`src/rtl/gpr_bypass_pkg.sv`:
```
// Shared types and sizing helpers for the ID-stage GPR bypass/scoreboard.
// Imported by the forwarding resolver and the scoreboard top.
package gpr_bypass_pkg;

    localparam int REG_ZERO = 0;

    function automatic int aw_of(input int nregs);
        return (nregs > 1) ? $clog2(nregs) : 1;
    endfunction

    function automatic int cw_of(input int max_lat);
        return (max_lat > 0) ? $clog2(max_lat + 1) : 1;
    endfunction

    typedef struct packed {
        logic        we;
        logic        ready;
        logic [4:0]  waddr;
        logic [31:0] wdata;
    } fwd_stage_t;

endpackage

```
`src/rtl/gpr_fwd_mux.sv`:
```
// Single read-port priority forwarding resolver; stage 0 is youngest.
// The first matching stage decides: ready gives data, not-ready is a hazard.
module gpr_fwd_mux
    import gpr_bypass_pkg::*;
#(
    parameter int XLEN    = 32,
    parameter int AW      = 5,
    parameter int NUM_FWD = 2
) (
    input  logic [AW-1:0]           raddr,
    input  logic [XLEN-1:0]         rdata,
    input  logic [NUM_FWD-1:0]      fwd_we,
    input  logic [NUM_FWD-1:0]      fwd_ready,
    input  logic [NUM_FWD*AW-1:0]   fwd_waddr,
    input  logic [NUM_FWD*XLEN-1:0] fwd_wdata,
    output logic [XLEN-1:0]         data,
    output logic                    pend,
    output logic                    hit
);

    logic found;

    always_comb begin
        data  = rdata;
        pend  = 1'b0;
        hit   = 1'b0;
        found = 1'b0;
        for (int s = 0; s < NUM_FWD; s++) begin
            if (!found && fwd_we[s]
                && fwd_waddr[s*AW +: AW] != AW'(REG_ZERO)
                && fwd_waddr[s*AW +: AW] == raddr) begin
                found = 1'b1;
                if (fwd_ready[s]) begin
                    hit  = 1'b1;
                    data = fwd_wdata[s*XLEN +: XLEN];
                end else begin
                    pend = 1'b1;
                end
            end
        end
    end

endmodule

```
`src/rtl/gpr_scoreboard_bypass.sv`:
```
// ID-stage operand bypass with a per-GPR countdown scoreboard for
// multi-cycle producers; drives the ID stall and a stall-cycle counter.
module gpr_scoreboard_bypass
    import gpr_bypass_pkg::*;
#(
    parameter int XLEN    = 32,
    parameter int NREGS   = 32,
    parameter int NUM_RD  = 2,
    parameter int NUM_FWD = 2,
    parameter int MAX_LAT = 15,
    localparam int AW     = aw_of(NREGS),
    localparam int CW     = cw_of(MAX_LAT)
) (
    input  logic                    i_clk,
    input  logic                    i_rst_n,
    input  logic [NUM_RD-1:0]       i_ID_ren,
    input  logic [NUM_RD*AW-1:0]    i_ID_raddr,
    input  logic [NUM_RD*XLEN-1:0]  i_ID_rdata,
    input  logic [NUM_FWD-1:0]      i_FWD_we,
    input  logic [NUM_FWD-1:0]      i_FWD_ready,
    input  logic [NUM_FWD*AW-1:0]   i_FWD_waddr,
    input  logic [NUM_FWD*XLEN-1:0] i_FWD_wdata,
    input  logic                    i_issue_valid,
    input  logic                    i_issue_we,
    input  logic [AW-1:0]           i_issue_waddr,
    input  logic [CW-1:0]           i_issue_lat,
    input  logic                    i_flush,
    output logic [NUM_RD*XLEN-1:0]  o_ID_valid_rdata,
    output logic                    o_stall,
    output logic [NREGS-1:0]        o_busy_vec,
    output logic [31:0]             o_stall_cycles
);

    logic [CW-1:0]     cnt [NREGS];
    logic [NUM_RD-1:0] pend;
    logic [NUM_RD-1:0] hit;
    logic [NUM_RD-1:0] hazard;
    logic              load;

    always_comb begin
        for (int r = 0; r < NREGS; r++) begin
            o_busy_vec[r] = (cnt[r] != '0);
        end
    end

    for (genvar p = 0; p < NUM_RD; p++) begin : g_port
        gpr_fwd_mux #(
            .XLEN    (XLEN),
            .AW      (AW),
            .NUM_FWD (NUM_FWD)
        ) u_mux (
            .raddr     (i_ID_raddr[p*AW +: AW]),
            .rdata     (i_ID_rdata[p*XLEN +: XLEN]),
            .fwd_we    (i_FWD_we),
            .fwd_ready (i_FWD_ready),
            .fwd_waddr (i_FWD_waddr),
            .fwd_wdata (i_FWD_wdata),
            .data      (o_ID_valid_rdata[p*XLEN +: XLEN]),
            .pend      (pend[p]),
            .hit       (hit[p])
        );

        // A ready forward covers the cycle the busy result lands.
        assign hazard[p] = pend[p]
            | (o_busy_vec[i_ID_raddr[p*AW +: AW]] & ~hit[p]);
    end

    assign o_stall = i_issue_valid & |(i_ID_ren & hazard);

    assign load = i_issue_valid & ~o_stall & i_issue_we
                & (i_issue_lat != '0);

    always_ff @(posedge i_clk or negedge i_rst_n) begin
        if (!i_rst_n) begin
            for (int r = 0; r < NREGS; r++) begin
                cnt[r] <= '0;
            end
        end else begin
            for (int r = 0; r < NREGS; r++) begin
                if (r == REG_ZERO || i_flush) begin
                    cnt[r] <= '0;
                end else if (load && i_issue_waddr == AW'(r)) begin
                    cnt[r] <= i_issue_lat;
                end else if (cnt[r] != '0) begin
                    cnt[r] <= cnt[r] - CW'(1);
                end
            end
        end
    end

    always_ff @(posedge i_clk or negedge i_rst_n) begin
        if (!i_rst_n) begin
            o_stall_cycles <= '0;
        end else if (o_stall && o_stall_cycles != '1) begin
            o_stall_cycles <= o_stall_cycles + 32'd1;
        end
    end

    a_lat_range: assert property (
        @(posedge i_clk) disable iff (!i_rst_n)
        (i_issue_valid && i_issue_we)
            |-> (32'(i_issue_lat) <= 32'(MAX_LAT))
    );

endmodule
```
`config.mk`:
```
export PLATFORM = sky130hd
export DESIGN_NAME = gpr_scoreboard_bypass
export DESIGN_NICKNAME = d
export VERILOG_FILES = /design/src/rtl/gpr_bypass_pkg.sv /design/src/rtl/gpr_fwd_mux.sv /design/src/rtl/gpr_scoreboard_bypass.sv
export SDC_FILE = /design/constraint.sdc
export NUM_CORES = 1
export LEC_CHECK = 0
export CAP_MARGIN = 10
export CELL_PAD_IN_SITES_DETAIL_PLACEMENT = 1
export CELL_PAD_IN_SITES_GLOBAL_PLACEMENT = 2
export CORE_ASPECT_RATIO = 2
export CORE_MARGIN = 2
export CORE_UTILIZATION = 33
export CTS_CLUSTER_DIAMETER = 30
export CTS_CLUSTER_SIZE = 25
export DETAILED_ROUTE_END_ITERATION = 7
export HOLD_SLACK_MARGIN = 0.15
export MAX_ROUTING_LAYER = met4
export PLACE_DENSITY_LB_ADDON = 0.05
export SYNTH_ARGS = -nofsm -noshare
export SYNTH_HDL_FRONTEND = slang
export SYNTH_SLANG_ARGS = --single-unit
```
`constraint.sdc`:
```
create_clock -name i_clk -period 5.1 [get_ports i_clk]
set_input_delay 1.02 -clock i_clk [delete_from_list [all_inputs] [get_ports i_clk]]
set_output_delay 1.02 -clock i_clk [all_outputs]
set_load 0.005 [all_outputs]
```
== Yosys cells after proc, flatten, opt, wreduce, memory -nomap -nowiden ==
Index checks and enable logic that the tools add are counted.
Widths: inputs -> output; s select.

* ROM bits: 0
* Output and inout bits: 129
* Bits in latches: 0
* Input port bits: 168
* Flip-flop bits (word level): 156
* Memories: 0
* Memory bits (writable): 0
* Word-level logic and storage cells: 344

* Div/mod/pow operators: 0
* Reductions and logical operators: 109
* Equal/unequal tests: 36
* Multiply operators: 0
* Muxes and demuxes: 121
* Add/sub/neg operators: 32
* Shift-type cells: 0
* Bitwise logic cells: 12
* $lt $le $gt $ge: 2

{| class="wikitable"
|+ Operators with widths
! operator !! number
|-
| $mux 4 || 93
|-
| $mux 32 || 8
|-
| $reduce_bool 4->1 || 32
|-
| $sub 4x1->4 const B || 31
|-
| $reduce_bool 3->1 || 31
|-
| $eq 5x5->1 const B || 16
|-
| $logic_and 1x1->1 || 41
|-
| $eq 5x4->1 const B || 8
|-
| $add 32x1->32 const B || 1
|-
| $ne 32x32->1 const B || 1
|-
| $eq 5x3->1 const B || 4
|-
| $eq 5x5->1 || 4
|-
| $mux 1 || 18
|-
| $lt 5x6->1 const B || 2
|-
| $bmux 1 s5 || 2
|-
| $eq 5x2->1 const B || 2
|-
| $reduce_bool 5->1 || 2
|-
| $and 1x1->1 || 6
|-
| $eq 5x1->1 const B || 1
|-
| $not 1->1 || 3
|-
| $and 2x2->2 || 1
|-
| $logic_not 1->1 || 2
|-
| $or 1x1->1 || 2
|-
| $reduce_or 2->1 || 1
|}

== Depth between registers and ports, before layout ==
Gate-level depths: netlist (run 1).

* Word-level depth: 22
* Mapped depth: 14
* Depth with buffers taken out: 11

== Modules after synthesis ==
A second synthesis (run 1) with hierarchy kept.

* Cells, all modules: 1381
* Area, all modules: 12529.5 um^2

{| class="wikitable"
|+ Modules (own cells, without submodules)
! module !! instances !! seq. area each (um^2) !! cells an instance !! area each (um^2)
|-
| gpr_scoreboard_bypass || 1 || 3903.7 || 1185 || 10575.1
|-
| gpr_fwd_mux || 2 || 0.0 || 98 || 977.2
|}

== Worst setup path before layout (run 1) ==
Ideal clock, no wire load.

* Path type: input port to output port
* From: input i_ID_raddr[8]
* To: output o_ID_valid_rdata[34]
* Buffers on the path: 2
* Data required time: 4.080 ns
* Stages on the path: 7
* Setup slack: 1.108 ns
* Data arrival time: 2.972 ns
* Cells stage by stage: clkbuf_1 xnor2_1 o211ai_2 nor3_1 clkbuf_1 mux2i_1 a21oi_1

* Longest elaborated chain between the ends: 8
* Elaborated cells on any way between the ends: 11
* Those cells by class: eq/ne (2); mux (4); reduce/logical (5)

{| class="wikitable"
|+ Ends and longest elaborated chain
! what !! RTL line !! RTL
|-
| from (decl) || gpr_scoreboard_bypass.sv:17 || <nowiki>input logic [NUM_RD*AW-1:0] i_ID_raddr,</nowiki>
|-
| $eq 5x5->1 || gpr_fwd_mux.sv:31 || <nowiki>&& fwd_waddr[s*AW +: AW] == raddr) begin</nowiki>
|-
| $logic_and 1x1->1 || gpr_fwd_mux.sv:31 ||
|-
| $mux 1 || gpr_fwd_mux.sv:29 || <nowiki>if (!found && fwd_we[s]</nowiki>
|-
| $logic_not 1->1 || gpr_fwd_mux.sv:29 ||
|-
| $logic_and 1x1->1 || gpr_fwd_mux.sv:29 ||
|-
| $logic_and 1x1->1 || gpr_fwd_mux.sv:30 || <nowiki>&& fwd_waddr[s*AW +: AW] != AW'(REG_ZERO)</nowiki>
|-
| $logic_and 1x1->1 || gpr_fwd_mux.sv:31 ||
|-
| $mux 32 (*) || gpr_fwd_mux.sv:29 ||
|-
| to (decl) || gpr_scoreboard_bypass.sv:28 || <nowiki>output logic [NUM_RD*XLEN-1:0] o_ID_valid_rdata,</nowiki>
|}

Mark *: on every way between the ends. The rest lies on a longest branch, timed or not.

== Worst setup path after layout (run 1) ==
* From: input i_ID_raddr[6]
* To: output o_stall

* Longest elaborated chain between the ends: 14
* Elaborated cells on any way between the ends: 22
* Those cells by class: eq/ne (2); mux (9); bitwise (5); reduce/logical (6)

{| class="wikitable"
|+ Ends and longest elaborated chain
! what !! RTL line !! RTL
|-
| $eq 5x5->1 || gpr_fwd_mux.sv:31 ||
|-
| $logic_and 1x1->1 || gpr_fwd_mux.sv:31 ||
|-
| $mux 1 || gpr_fwd_mux.sv:29 ||
|-
| $logic_not 1->1 || gpr_fwd_mux.sv:29 ||
|-
| $logic_and 1x1->1 || gpr_fwd_mux.sv:29 ||
|-
| $logic_and 1x1->1 || gpr_fwd_mux.sv:30 ||
|-
| $logic_and 1x1->1 || gpr_fwd_mux.sv:31 ||
|-
| $mux 1 || gpr_fwd_mux.sv:29 ||
|-
| $not 1->1 || gpr_scoreboard_bypass.sv:65 || <nowiki>| (o_busy_vec[i_ID_raddr[p*AW +: AW]] & ~hit[p]);</nowiki>
|-
| $and 1x1->1 || gpr_scoreboard_bypass.sv:65 ||
|-
| $or 1x1->1 (*) || gpr_scoreboard_bypass.sv:65 ||
|-
| $and 2x2->2 (*) || gpr_scoreboard_bypass.sv:68 || <nowiki>assign o_stall = i_issue_valid & |(i_ID_ren & hazard);</nowiki>
|-
| $reduce_or 2->1 (*) || gpr_scoreboard_bypass.sv:68 ||
|-
| $and 1x1->1 (*) || gpr_scoreboard_bypass.sv:68 ||
|-
| to (decl) || gpr_scoreboard_bypass.sv:29 || <nowiki>output logic o_stall,</nowiki>
|}

Mark *: on every way between the ends. The rest lies on a longest branch, timed or not. The select of a mux whose other input is x is not followed.

==> results of run 1 <==
state kept, by name (all words and copies together), names as in the netlist:
signal          count
cnt               124
o_stall_cycles     32
per-stage QoR:
step | utilization (%) | cell area, sq um | cells
2_1_floorplan | - | 12400 | 1419
3_3_place_gp | 42.9 | 16000 | 2132
3_5_place_dp | 42.9 | 16000 | 2132
4_1_cts | 44.6 | 16600 | 2163
5_1_grt | 44.6 | 16600 | 2163
6_report | 44.6 | 16600 | 2163
placed cells by master, fill, tap and decap left out, types with 33 or more instances in the layout:
cell type	synthesis	final
o21ai_0	34	34
buf_4	2	52
nor3_1	40	39
ha_1	33	33
a21oi_1	88	88
dfrtp_1	156	156
clkdlybuf4s50_1	0	293
nor4_1	39	39
or3_1	34	34
nor2_1	198	198
mux2i_1	163	163
nand2_1	67	66
a211oi_1	34	34
inv_1	109	109
xnor2_1	84	84
worst max-delay path by stage:
stage / cells after the start / startpoint / end / slack, ns
3_3_place_gp: 9 / i_FWD_waddr[0] / o_stall / 0.23
4_1_cts: 8 / i_ID_raddr[6] / o_stall / 0.23
3_5_place_dp: 11 / i_ID_raddr[4] / o_ID_valid_rdata[28] / 0.24
6_report: 10 / i_ID_raddr[6] / o_stall / 0.24
2_1_floorplan: 7 / i_ID_raddr[8] / o_ID_valid_rdata[34] / 1.11
5_1_grt: 8 / i_ID_raddr[6] / o_stall / 0.07
metal layers:
metal	wire length (um)	share of wire [%]	vias to the layer above
met5	0	0	-
met4	1530	3.3	0
met3	1850	4.0	55
met2	26500	57	248
met1	16800	36	5732
li1	-	-	5526
layout make-up:
cell class / instances / area [sq um] / share of cell area, %
Clock buffer: 17 / 425 / 2.57
Inverter: 109 / 409 / 2.47
Sequential cell: 156 / 3900 / 23.6
Timing Repair Buffer: 352 / 3450 / 20.8
Tap cell: 459 / 574 / 3.47
Clock inverter: 14 / 181 / 1.10
Multi-Input combinational cell: 1056 / 7620 / 46.0
kinds of logic after synthesis:
group / count (synthesis) / synth area share, %
compound gates: 202 / 10.1
xor+xnor: 90 / 6.35
fa+ha+maj: 33 / 3.33
buf+inv: 207 / 7.30
flops: 156 / 31.5
mux: 184 / 15.4
other cells: 1 / 0.0302
simple gates: 546 / 26.0
power by group:
| group | internal [W] | switching, W |
|---|---|---|
| sequential | 0.00160 | 0.000363 |
| clock | 0.000743 | 0.000616 |
| combinational | 0.00212 | 0.00213 |
| total | 0.00447 | 0.00311 |
critical path, cell delays in order:
cell and delay, ns:
clkdlybuf4s50_1 0.56, buf_12 0.20, xnor2_1 0.13, nand3_1 0.09
nor4_1 0.44, nor4b_1 0.30, buf_4 0.17, a211oi_4 0.04
a31oi_1 0.18, clkdlybuf4s50_1 0.71
==> results.cfg, run 1 <==
[outcome]
status = finished, final reports clean

[floorplan]
dieArea_sq_um = 39300
die_y_um = 278
rows = 100
die_w_um = 141
ios = 297
start_util_pct = 33.4
core_area_sq_um = 37200

[logic_synthesis]
netlist.area_leader.share_pct = 31.5
synth_area_sq_um = 12400
synthDistinctLibCells = 65
ys.warnings.count = 0
seq_area_frac_synth_pct = 31.5
synth_common_cells = nor2_1 (198), mux2i_1 (163), dfrtp_1 (156)
synth-main-ff-cell = dfrtp_1
synth-seq-cells = 156
synth.avg_cell_area_sq_um = 8.74
synth.area.top_cells = dfrtp_1 (31%), mux2i_1 (13%), nor2_1 (6.0%)
post-synth-top-count-cell = nor2_1
post-synth-top-area-cell = dfrtp_1
async_reset_ff_share_pct = 100
syn_inst = 1419
synth-edff-count = 0
synth_nets = 1620

[placed_design]
hpwlAfterDp_um = 35300
gp_congestion = 0.873
portBuffers = 295
dpl_worst_slack_ns = 0.235

[drt]
drtPass1Iterations = 4
drtIter0Drc = 328
viasPerCell = 5.34
vias = 11561
wl_per_cell_um = 21.6
drc_errors = 0
ant_nets = 0
finalWirelength_um = 46700

[hold_path]
min_path_cells = 1
hp-start = o_stall_cycles[7]
whs_endpoint = o_stall_cycles[7]
hold_path_class = reg -> reg

[critical_path]
rr_endpoint = cnt[120]
worstSetupStartpointType = primary input
crit_required_ns = 4.08
worstSetupPathType = in -> out
regToRegStartpoint = cnt[80]
worstPathMaxFanout = 22
r2r_slack_ns = 1.12
crit_path_end_kind = output pin
r2r_cells = 12
worstPathArrival_ns = 3.84

[sta]
final.period_utilization_pct = 95.4
finalWorstSetupSlack_ns = 0.237
fmax_ghz = 0.206
maxSlewViolCount = 0
worst_pin_slew_ns = 1.03
whs_ns = 0.497
hold_viol = 0
tns_ns = 0
period_needed_ns = 4.86
setup_viol = 0
skew_ns = 0.0227
rsz0062_at_grt = no
relSlewSlack_pct = 31.6

[grt]
busiest_layer = met2
grtUsageTotal_pct = 24.4
use_met3_pct = 4.20
grt_pass1_wl_um = 72500
antenna_found_initial = 0
grt_max_degree = 98
grt_util_met1_pct = 24.4
grt_pass1_vias = 12365
met2_usage_pct = 47.0
overflow = 0

[clock_tree]
cts_max_level = 4
post_cts_buffers = 0
cts.sinks = 156
clkTransAtPathRegs_ns = 0.07
ctsHoldBuffers = 0
cts_tree = yes
cts_buffer_depth = 2
cts_root_buf = clkbuf_16
insertion_delay_ns = 0.46
cts_buffers = 17
cts_resized = 0

[cells_and_area]
area_growth_pct = 33.5
layout.nets = 1893
nFillCells = 4349
diodes = 0
final_layout_size_suffix_gt1_share_pct = 9.74

[power]
p_total_w = 0.00758
power_leakage_nw = 7.09
power_density_nw_per_um2 = 457
ir_worst_vdd_v = 0.000353

[run]
maxCapViolations = 0
Power figures use the tool's default switching activity.
==> run 2: changes to the inputs <==
--- a/config.mk
+++ b/config.mk
@@ -17,6 +17,7 @@
 export HOLD_SLACK_MARGIN = 0.15
 export MAX_ROUTING_LAYER = met4
 export PLACE_DENSITY_LB_ADDON = 0.05
+export RECOVER_POWER = 25
 export SYNTH_ARGS = -nofsm -noshare
 export SYNTH_HDL_FRONTEND = slang
 export SYNTH_SLANG_ARGS = --single-unit
==> results.cfg, run 2 (same netlist as run 1, synthesis figures left out) <==
[clock_tree]
ctsHoldBuffers = 0
cts_max_level = 4
clkTransAtPathRegs_ns = 0.07
cts_tree = yes
cts_root_buf = clkbuf_16
insertion_delay_ns = 0.46
cts.sinks = 156
post_cts_buffers = 0
cts_buffer_depth = 2
cts_buffers = 17

[grt]
grtUsageTotal_pct = 24.4
grt_pass1_vias = 12365
overflow = 0
grt_max_degree = 98
antenna_found_initial = 0
grt_pass1_wl_um = 72500

[sta]
tns_ns = 0
hold_viol = 0
period_needed_ns = 4.86
rsz0062_at_grt = no
skew_ns = 0.0227
final.period_utilization_pct = 95.4
worst_pin_slew_ns = 3.47
maxSlewViolCount = 60
relSlewSlack_pct = -132
fmax_ghz = 0.206
setup_viol = 0
whs_ns = 0.497

[cells_and_area]
postLayoutCellArea_sq_um = 16600
largest_reg_flops = 124
area_growth_pct = 33.4
diodes = 0
final_cells = 2163
top_regs = cnt (124), o_stall_cycles (32)
layout_commonest_cell = clkdlybuf4s50_1
layout.nets = 1893
most-common-layout-cells = clkdlybuf4s50_1 (293), nor2_1 (198), mux2i_1 (163)
final_layout_size_suffix_gt1_share_pct = 9.68
top_register = cnt

[hold_path]
hp-start = o_stall_cycles[7]
hold_path_class = reg -> reg
min_path_cells = 1

[placed_design]
hpwlAfterDp_um = 35300
dp.cells = 2132
portBuffers = 295
dpl-instance-area_sq_um = 16000
gp_congestion = 0.873

[drt]
ant_nets = 0
vias = 11560
drtPass1Iterations = 4
viasPerCell = 5.34
finalWirelength_um = 46700
wl_per_cell_um = 21.6
drc_errors = 0
drtIter0Drc = 328

[power]
p_total_w = 0.00758
ir_worst_vdd_v = 0.000353
power_leakage_nw = 7.08
power_density_nw_per_um2 = 458

[critical_path]
r2r_cells = 12
worstPathArrival_ns = 3.84
worstSetupStartpointType = primary input
crit_required_ns = 4.08
worstSetupPathType = in -> out
regToRegStartpoint = cnt[80]
crit_path_end_kind = output pin
worstPathMaxFanout = 22
setup.worst_path.start = i_ID_raddr[6]

[floorplan]
die_w_um = 141
start_util_pct = 33.4
core_area_sq_um = 37200
die_y_um = 278
dieArea_sq_um = 39300
rows = 100
ios = 297

[outcome]
violations = max-capacitance violations, max-slew violations
status = finished, violations left

[run]
maxCapViolations = 1
run 2: changes by cell type in the layout (fill, tap and decap cells not counted):
cell / before / now
clkbuf_1: 0 / 1
buf_6: 2 / 1
run 2: metal layers:
metal | part of all wire [%] | up-vias | GRT usage (%)
met5 | 0 | - | -
met4 | 3.3 | 0 | 8.21
met3 | 4.0 | 55 | 4.20
met2 | 57 | 248 | 47.0
met1 | 36 | 5731 | 24.4
li1 | - | 5526 | -
run 2: final timing paths:
kind / to / slack, ns
max: o_stall / 0.24
max in group asynchronous: cnt[16] / 1.38
min in group asynchronous: o_stall_cycles[19] / 1.72
min: o_stall_cycles[7] / 0.50
max reg2reg: cnt[120] / 1.12
min reg2reg: o_stall_cycles[7] / 0.50
run 2: final cells by class:
type / instances / area (sq um)
multi-input combinational: 1056 / 7620
tap: 459 / 574
timing repair buffer: 352 / 3440
sequential: 156 / 3900
clock buffer: 17 / 425
clock inverter: 14 / 181
inverter: 109 / 409
fill: 4349 / 20600
run 2: where the power goes:
group | switching (W) | leakage, nW | internal, W | total (W)
logic | 0.00213 | 4.70 | 0.00212 | 0.00425
registers | 0.000363 | 2.08 | 0.00160 | 0.00197
clock network | 0.000616 | 0.300 | 0.000743 | 0.00136
total | 0.00311 | 7.08 | 0.00447 | 0.00758
run 2: worst max-delay path, stage by stage:
cell and delay (ns):
clkdlybuf4s50_1 0.56, buf_12 0.20, xnor2_1 0.13, nand3_1 0.09
nor4_1 0.44, nor4b_1 0.30, buf_4 0.17, a211oi_4 0.04
a31oi_1 0.18, clkdlybuf4s50_1 0.71
run 2: per-stage QoR:
stage,setup WS (ns),utilization [%]
6_report,0.237,44.5
5_1_grt,0.0659,44.5
4_1_cts,0.229,44.6
3_5_place_dp,0.235,42.9
3_3_place_gp,0.225,42.9
2_1_floorplan,1.11,-
run 2: repair_timing:
action / in CTS / in global routing
resized for setup: 0 / 1
endpoints found under the setup margin: 0 / 1
endpoints found under the hold margin: 0 / 0
